File: src/rtl/text_pkg.sv
// Shared constants, character codes, FSM states and word helpers for the text console.
package text_pkg;

   localparam int unsigned WORD      = 32;
   localparam int unsigned BYTE_CNT  = 4;
   localparam int unsigned ADDRW     = 11;
   localparam int unsigned TRAM_HRES = 84;
   localparam int unsigned TRAM_VRES = 24;
   localparam int unsigned CIDXW     = 4;
   localparam int unsigned N         = TRAM_HRES * TRAM_VRES;
   localparam int unsigned COLW      = 7;
   localparam int unsigned ROWW      = 5;

   // tram word field positions
   localparam int unsigned FG_MSB    = 31;
   localparam int unsigned BG_MSB    = 27;
   localparam int unsigned CODE_MSB  = 7;

   localparam logic [7:0] CH_BS       = 8'h08;
   localparam logic [7:0] CH_LF       = 8'h0A;
   localparam logic [7:0] CH_CR       = 8'h0D;
   localparam logic [7:0] CH_SPACE    = 8'h20;
   localparam logic [7:0] CH_PRINT_LO = 8'h20;
   localparam logic [7:0] CH_PRINT_HI = 8'h7E;

   typedef enum logic [1:0] {
      ST_IDLE,
      ST_CLEAR_LINE,
      ST_CLEAR_ALL
   } state_t;

   // Assemble a tram word from colour indices and character code.
   function automatic logic [WORD-1:0] tram_word(input logic [CIDXW-1:0] fg,
                                                 input logic [CIDXW-1:0] bg,
                                                 input logic [7:0]       code);
      logic [WORD-1:0] w;
      w = '0;
      w[FG_MSB -: CIDXW] = fg;
      w[BG_MSB -: CIDXW] = bg;
      w[CODE_MSB:0]      = code;
      return w;
   endfunction

   // Add two in-range addresses and fold the result back into 0..N-1.
   function automatic logic [ADDRW-1:0] addr_add(input logic [ADDRW-1:0] a,
                                                 input logic [ADDRW-1:0] b);
      logic [ADDRW:0] s;
      s = {1'b0, a} + {1'b0, b};
      if (s >= (ADDRW+1)'(N)) s = s - (ADDRW+1)'(N);
      return s[ADDRW-1:0];
   endfunction

endpackage

File: src/rtl/text_console.sv
// Writer side of the text RAM: turns a character stream into tram word writes,
// tracks the cursor and scrolls by moving scroll_offs and blanking the new bottom line.
module text_console
   import text_pkg::*;
(
   input  logic                clk_sys,
   input  logic                rst_sys,
   input  logic                char_valid,
   output logic                char_ready,
   input  logic [7:0]          char_data,
   input  logic [CIDXW-1:0]    colr_fg,
   input  logic [CIDXW-1:0]    colr_bg,
   input  logic                clear,
   output logic                busy,
   output logic [BYTE_CNT-1:0] tram_we,
   output logic [ADDRW-1:0]    tram_addr,
   output logic [WORD-1:0]     tram_din,
   output logic [ADDRW-1:0]    scroll_offs,
   output logic [COLW-1:0]     cur_col,
   output logic [ROWW-1:0]     cur_row
);

   localparam logic [COLW-1:0]  COL_LAST  = COLW'(TRAM_HRES - 1);
   localparam logic [ROWW-1:0]  ROW_LAST  = ROWW'(TRAM_VRES - 1);
   localparam logic [ADDRW-1:0] LINE_LAST = ADDRW'(TRAM_HRES - 1);
   localparam logic [ADDRW-1:0] SCR_LAST  = ADDRW'(N - 1);
   localparam logic [ADDRW-1:0] LINE_LEN  = ADDRW'(TRAM_HRES);

   state_t              state;
   logic [ADDRW-1:0]    line_base;
   logic [ADDRW-1:0]    cnt;
   logic [CIDXW-1:0]    fg_q;
   logic [CIDXW-1:0]    bg_q;

   logic                accept;
   logic                printable;
   logic                adv_row;

   // Handshake and character classification.
   assign char_ready = (state == ST_IDLE) && !clear && !rst_sys;
   assign accept     = char_valid && char_ready;
   assign printable  = (char_data >= CH_PRINT_LO) && (char_data <= CH_PRINT_HI);
   assign adv_row    = accept && ((char_data == CH_LF) || (printable && (cur_col == COL_LAST)));

   // Cursor, scroll and blanking state machine with registered tram port.
   always_ff @(posedge clk_sys) begin
      if (rst_sys) begin
         state       <= ST_IDLE;
         busy        <= 1'b0;
         tram_we     <= '0;
         tram_addr   <= '0;
         tram_din    <= '0;
         scroll_offs <= '0;
         line_base   <= '0;
         cur_col     <= '0;
         cur_row     <= '0;
         cnt         <= '0;
         fg_q        <= '0;
         bg_q        <= '0;
      end else begin
         tram_we <= '0;
         if (clear) begin
            state       <= ST_CLEAR_ALL;
            busy        <= 1'b1;
            cnt         <= '0;
            cur_col     <= '0;
            cur_row     <= '0;
            scroll_offs <= '0;
            line_base   <= '0;
            fg_q        <= colr_fg;
            bg_q        <= colr_bg;
         end else begin
            case (state)
               ST_IDLE: begin
                  if (accept) begin
                     fg_q <= colr_fg;
                     bg_q <= colr_bg;
                     if (printable) begin
                        tram_we   <= '1;
                        tram_addr <= addr_add(line_base, ADDRW'(cur_col));
                        tram_din  <= tram_word(colr_fg, colr_bg, char_data);
                        cur_col   <= (cur_col == COL_LAST) ? '0 : cur_col + COLW'(1);
                     end else if ((char_data == CH_LF) || (char_data == CH_CR)) begin
                        cur_col <= '0;
                     end else if (char_data == CH_BS) begin
                        if (cur_col != '0) begin
                           cur_col   <= cur_col - COLW'(1);
                           tram_we   <= '1;
                           tram_addr <= addr_add(line_base, ADDRW'(cur_col - COLW'(1)));
                           tram_din  <= tram_word(colr_fg, colr_bg, CH_SPACE);
                        end
                     end
                  end
                  // Line advance: move down, or scroll and blank the line that becomes the bottom.
                  if (adv_row) begin
                     if (cur_row < ROW_LAST) begin
                        cur_row   <= cur_row + ROWW'(1);
                        line_base <= addr_add(line_base, LINE_LEN);
                     end else begin
                        scroll_offs <= addr_add(scroll_offs, LINE_LEN);
                        line_base   <= scroll_offs;
                        cnt         <= '0;
                        busy        <= 1'b1;
                        state       <= ST_CLEAR_LINE;
                     end
                  end
               end
               ST_CLEAR_LINE: begin
                  tram_we   <= '1;
                  tram_addr <= addr_add(line_base, cnt);
                  tram_din  <= tram_word(fg_q, bg_q, CH_SPACE);
                  if (cnt == LINE_LAST) begin
                     state <= ST_IDLE;
                     busy  <= 1'b0;
                  end else begin
                     cnt <= cnt + ADDRW'(1);
                  end
               end
               ST_CLEAR_ALL: begin
                  tram_we   <= '1;
                  tram_addr <= cnt;
                  tram_din  <= tram_word(fg_q, bg_q, CH_SPACE);
                  if (cnt == SCR_LAST) begin
                     state <= ST_IDLE;
                     busy  <= 1'b0;
                  end else begin
                     cnt <= cnt + ADDRW'(1);
                  end
               end
               default: begin
                  state <= ST_IDLE;
                  busy  <= 1'b0;
               end
            endcase
         end
      end
   end

endmodule
File: config.mk
export PLATFORM = sky130hd
export DESIGN_NAME = text_console
export DESIGN_NICKNAME = d
export VERILOG_FILES = /design/src/rtl/text_pkg.sv /design/src/rtl/text_console.sv
export SDC_FILE = /design/constraint.sdc
export NUM_CORES = 1
export LEC_CHECK = 0
export BUFFER_PORTS_ARGS = -buffer_cell sky130_fd_sc_hd__buf_2
export CAP_MARGIN = 10
export CELL_PAD_IN_SITES_DETAIL_PLACEMENT = 0
export CELL_PAD_IN_SITES_GLOBAL_PLACEMENT = 2
export CORE_UTILIZATION = 31
export DETAILED_ROUTE_END_ITERATION = 10
export PLACE_DENSITY_LB_ADDON = 0.05
export SETUP_SLACK_MARGIN = 0.3
export SLEW_MARGIN = 20
export SYNTH_ARGS = -nofsm -noshare
export SYNTH_HDL_FRONTEND = slang
export SYNTH_SLANG_ARGS = --single-unit
File: constraint.sdc
create_clock -name clk_sys -period 3.92 [get_ports clk_sys]
set_input_delay 0.588 -clock clk_sys [delete_from_list [all_inputs] [get_ports clk_sys]]
set_output_delay 0.588 -clock clk_sys [all_outputs]
set_load 0.05 [all_outputs]
Word-level counts from Yosys, hierarchy flattened
Cells that the tools add are included.

word-level totals
  output and inout bits = 72
  flip-flop bits (word level) = 103
  logic and storage cells = 142
  bits of input ports = 20

operators by class
  $add $sub $neg = 15
  bitwise operators = 2
  $lt $le $gt $ge = 8
  equality and inequality tests = 22
  multiplexer cells = 52
  reduce and logical (&&, ||, !) cells = 30

operators by type and width
  operator                                               number
  2-to-1 mux 11 bit                                      15
  2-to-1 mux 32 bit                                      5
  one-hot mux 11 bit (3 select lines)                    2
  one-hot mux 32 bit (2 select lines)                    1
  >= comparator 12 x 11 -> 1 bit, second input constant  5
  subtractor 11 bit, second input constant               5
  2-to-1 mux 4 bit                                       11
  2-to-1 mux 7 bit                                       5
  adder 11 x 11 -> 12 bit                                2
  adder 11 x 7 -> 12 bit, second input constant          2
  equality test 8 x 4 -> 1 bit, second input constant    3
  inequality test 3 bit, second input constant           5
  inequality test 2 bit, second input constant           7
  adder 11 x 7 -> 12 bit                                 1
  AND reduction 4 bit                                    3
  AND reduction 6 bit                                    2
  adder 11 x 1 -> 11 bit, second input constant          1
  equality test 11 bit, second input constant            1
  equality test 11 x 7 -> 1 bit, second input constant   1
  2-to-1 mux 2 bit                                       5
  nonzero test 3 bit                                     3
  >= comparator 8 x 6 -> 1 bit, second input constant    1
  <= comparator 8 x 7 -> 1 bit, second input constant    1
  one-hot mux 4 bit (2 select lines)                     1
  other kinds (23)                                       41

Depth between registers and ports, before layout
  word-level depth = 10
  gate-level depth with buffers = 15
  gate-level depth less buffers = 14

Worst setup path after synthesis
OpenSTA, ideal clock, no wires.

  path type = register to register
  start = register cur_col[2]
  end = register tram_addr[9]
  cell stages (with the launch flop) = 14
  setup slack = -0.019 ns
  setup time = 0.137 ns
  path buffers = 2
  data arrival time = 3.802 ns
  data required time = 3.783 ns
  cell sequence = dfxtp_1 > buf_2 > or4_1 > nor4_1 > ha_1 > buf_2 > a21o_1 > o21ai_1 > nor2_1 > or2_1 > o41ai_4 > a311oi_1 > o31ai_1 > a211oi_1

on the way
  longest elaborated chain between the ends = 10
  elaborated cells on any way between the ends = 18
  classes of those cells = add/sub (5); order compare (2); eq/ne (1); mux (8); reduce/logical (2)

ends and longest elaborated chain
  what                                                                        line                 RTL
  start, declared                                                             text_console.sv:19   output logic [COLW-1:0] cur_col,
  start signal, assigned                                                      text_console.sv:82   cur_col <= (cur_col == COL_LAST) ? '0 : cur_col + COLW'(1);
  start signal, assigned                                                      text_console.sv:87   cur_col <= cur_col - COLW'(1);
  subtractor 7 x 1 -> 8 bit                                                   text_console.sv:89   tram_addr <= addr_add(line_base, ADDRW'(cur_col - COLW'(1)));
  adder 11 x 11 -> 12 bit                                                     text_pkg.sv:48       s = {1'b0, a} + {1'b0, b};
  subtractor 11 bit / >= comparator 12 x 11 -> 1 bit (equally long branches)  text_pkg.sv:49       if (s >= (ADDRW+1)'(N)) s = s - (ADDRW+1)'(N);
  2-to-1 mux 11 bit                                                           text_pkg.sv:49
  2-to-1 mux 11 bit                                                           text_console.sv:86   if (cur_col != '0) begin
  2-to-1 mux 11 bit                                                           text_console.sv:85   end else if (char_data == CH_BS) begin
  2-to-1 mux 11 bit                                                           text_console.sv:83   end else if ((char_data == CH_LF) || (char_data == CH_CR)) begin
  2-to-1 mux 11 bit                                                           text_console.sv:78   if (printable) begin
  2-to-1 mux 11 bit                                                           text_console.sv:75   if (accept) begin
  one-hot mux 11 bit (3 select lines)                                         text_console.sv:73   case (state)
  end signal, assigned                                                        text_console.sv:80   tram_addr <= addr_add(line_base, ADDRW'(cur_col));
  end signal, assigned                                                        text_console.sv:89
  end signal, assigned                                                        text_console.sv:110  tram_addr <= addr_add(line_base, cnt);
  end, declared                                                               text_console.sv:16   output logic [ADDRW-1:0] tram_addr,

Several ways; a longest one is shown, not always the timed one. The select of a mux whose other input is x is not followed.
A chain may end at the register's enable or synchronous reset.

Final worst setup path
Same ends and word-level chain as after synthesis.

==> run metrics <==
synth warn 0; DR DRC count 0; Chip Height 145 µm; Non-Filler Instances 1151; leading area contributor after synthesis dfxtp_1; RSZ-0062 raised after global routing false; routed len/inst ~17 µm; DRT iter0 DRCs 279; Final Cycle Share 87.4%; hold crit path type reg2reg; DIE WIDTH between 100 and 150 µm; Max VDD drop 0.208 mV; cells on worst reg2reg path 13; placed cells 1128; Placer Congestion 0.843; Critical Path RT 4.14 ns; Remaining Overflow, GRT 0; Power Density 298 mW/mm²; Setup CP Type reg2reg; first-pass GRT wire length 31400 µm; EDFF count, synth 0; CTS buffer count 9; Distinct cells, synth 77; drt total wl 19700 µm; Clock Path Buffers 2; peak fanout along the critical path 12; status completed; DP HPWL about 15000 µm; Initial DRT Pass Iterations 5; Worst R2R Setup Slack 0.49 ns; min cycle time layout around 3.4 ns; Slew headroom 52.3%; CP Cell Sequence or4_4, nor4_4, buf_4, ha_4, a21oi_1, o211a_1, nor2_2, or2_4, o41ai_4, buf_4, a311oi_1, o31ai_1, a211oi_1; core area around 0.02 mm²; Worst path depth 13; cells after synthesis 810; mapped cell area 0.00632 mm²; CTS sink cnt 80; Worst-Margin Slew 0.712 ns; number of top-level pins 92; Hold Crit Start tram_din[4]; top post-synthesis cells by count nor2_1, dfxtp_1, a21oi_1; initial antenna violation count 0; area share of the largest cell type after synthesis 25.3%; Total Routing Usage GR 19.5%; Reg clk slew, reported paths 0.07 ns; nets@finish 946; Post-Place Worst Slack 0.165 ns; Final Hold Fails 0; Core Rows 51; count of final setup violators 0; ANT cells 0; Port Buffers 73; setup tns final 0 ns; DIE AREA 0.0210 mm²; fmax 292 MHz; WP data arrival 3.65 ns; cell at the slowest stage of the critical path or4_4; flops & latches, synth 80; share of layout cells above drive strength 1 19.0%; Hold EP tram_din[4]; sequential element share of the synthesized area 25.3%; FFs w/ async S/R, synth 0%; Worst setup SP type flop; leading post-synthesis cells by cell area dfxtp_1, ha_1, nor2_1; CP delay by family, top compound AO/OA/AOI/OAI gates; setup ws final 0.494 ns; routed vias 6062; reg-to-reg critical path startpoint cur_col[2]; Syn Area/Cell 7.80 µm²; max incr delay on CP 0.59 ns; R2R Path End tram_addr[9]; Pins Over Slew Limit 0; root buf cell clkbuf_16; CTS H-Tree Depth 3; cell with the most instances after synthesis nor2_1; vias in the first global route ~5.6k; Pleak 3.01 nW; Final ANT Viol Nets 0; most used cell, CP buf_4; maximum number of pins on one net before global-route repair 37; CP endpoint kind flop; Buf/Inv on CP 2; CTS tree built; vias per inst 5.27; hold depth 2; skew final 0.00718 ns; initial core utilization 32.0%; CTS Hold Bufs 0; Clock Latency Late Sink approximately 0.35 ns; prevailing post-synth register cell dfxtp_1; Syn-to-layout area delta 17.9%; max_cap viols 0
==> worst max-delay path by stage <==
stage	startpoint	slack, ns	endpoint
after global routing	cur_col[0]	0.28	tram_addr[8]
final	cur_col[2]	0.49	tram_addr[9]
after detailed placement	cur_col[2]	0.17	tram_addr[6]
after CTS	cur_col[2]	0.33	tram_addr[6]
after global placement	cur_col[2]	0.27	tram_addr[9]
after floorplan	cur_col[2]	0.35	tram_addr[9]
==> kinds of logic after synthesis <==
logic type,after synthesis,synth area share (%)
and+or+nand+nor,270,21.0
other,1,0.0593
DFF,80,25.3
AOI/OAI and AO/OA,244,26.7
buffers and inverters,95,7.15
xor gates and xnor gates,54,7.49
muxes,20,3.23
adders and majority gates,46,9.07
==> power by group <==
group,switching (W),leakage (nW),total (W),internal [W]
combinational,0.000275,2.20,0.000401,0.000126
clock,0.000398,0.160,0.000970,0.000572
sequential,0.0000141,0.652,0.000849,0.000835
==> what timing repair did <==
item                       CTS  global route
pin swaps                    2             6
resized for setup            6            13
setup buffers                4             3
setup endpoints to repair    5             6
==> layout by cell type, fill, tap and decap left out, drive strengths merged, types with 4 or more instances in the layout <==
master    n
a211o     7
a211oi   34
a21boi    4
a21o     10
a21oi    65
a221oi    8
a22oi     5
a31oi     6
and2      5
and3     11
buf     105
clkbuf    9
conb     20
dfxtp    80
ha       45
inv      35
mux2i    17
nand2    60
nand2b    5
nand3    23
nand4     7
nor2     89
nor2b     7
nor3     27
nor4     11
o211ai    8
o21a      5
o21ai    44
o21bai    4
o22ai     5
o311ai    4
o31ai     6
or2       4
or3       7
or4       4
xnor2    32
xor2     22
==> per-stage QoR <==
step / hold WS [ns] / utilization (%) / instance area (µm²) / power [W]
final: 0.450 / 37.8 / 7450 / 0.00222
after global routing: 0.469 / 37.8 / 7450 / 0.00233
after CTS: 0.453 / 37.4 / 7370 / 0.00225
after detailed placement: 0.443 / 35.4 / 6980 / 0.00125
after global placement: 0.440 / 35.4 / 6970 / 0.00125
after floorplan: 0.432 / - / 6420 / 0.00117
==> metal layers <==
layer / track usage [%] / routed length [µm] / vias up
li1: - / - / 3066
met1: 27.2 / 9870 / 2865
met2: 31.6 / 8960 / 123
met3: 2.93 / 775 / 8
met4: 3.99 / 111 / 0
met5: 0 / 0 / -
==> layout make-up <==
cell class | instances | area (µm²)
well taps | 265 | 332
repair buffers | 105 | 606
multi-input cells | 654 | 4450
clock buffers | 9 | 225
inverters | 31 | 116
clock inverters | 7 | 108
flip-flops and latches | 80 | 1610
fillers | 2070 | 12300
==> tightest hold or removal path: stages, from the launching register on <==
cell,delay (ns)
dfxtp_1,0.31
nand2_1,0.05
a21oi_1,0.05
==> registers in the layout, indices dropped and copies added (netlist names) <==
register,flops
tram_din,16
cnt,11
tram_addr,11
line_base,9
scroll_offs,9
cur_col,7
cur_row,5
bg_q,4
fg_q,4
state,2
busy,1
tram_we,1
Note: power is estimated with default switching activity, not from simulation.
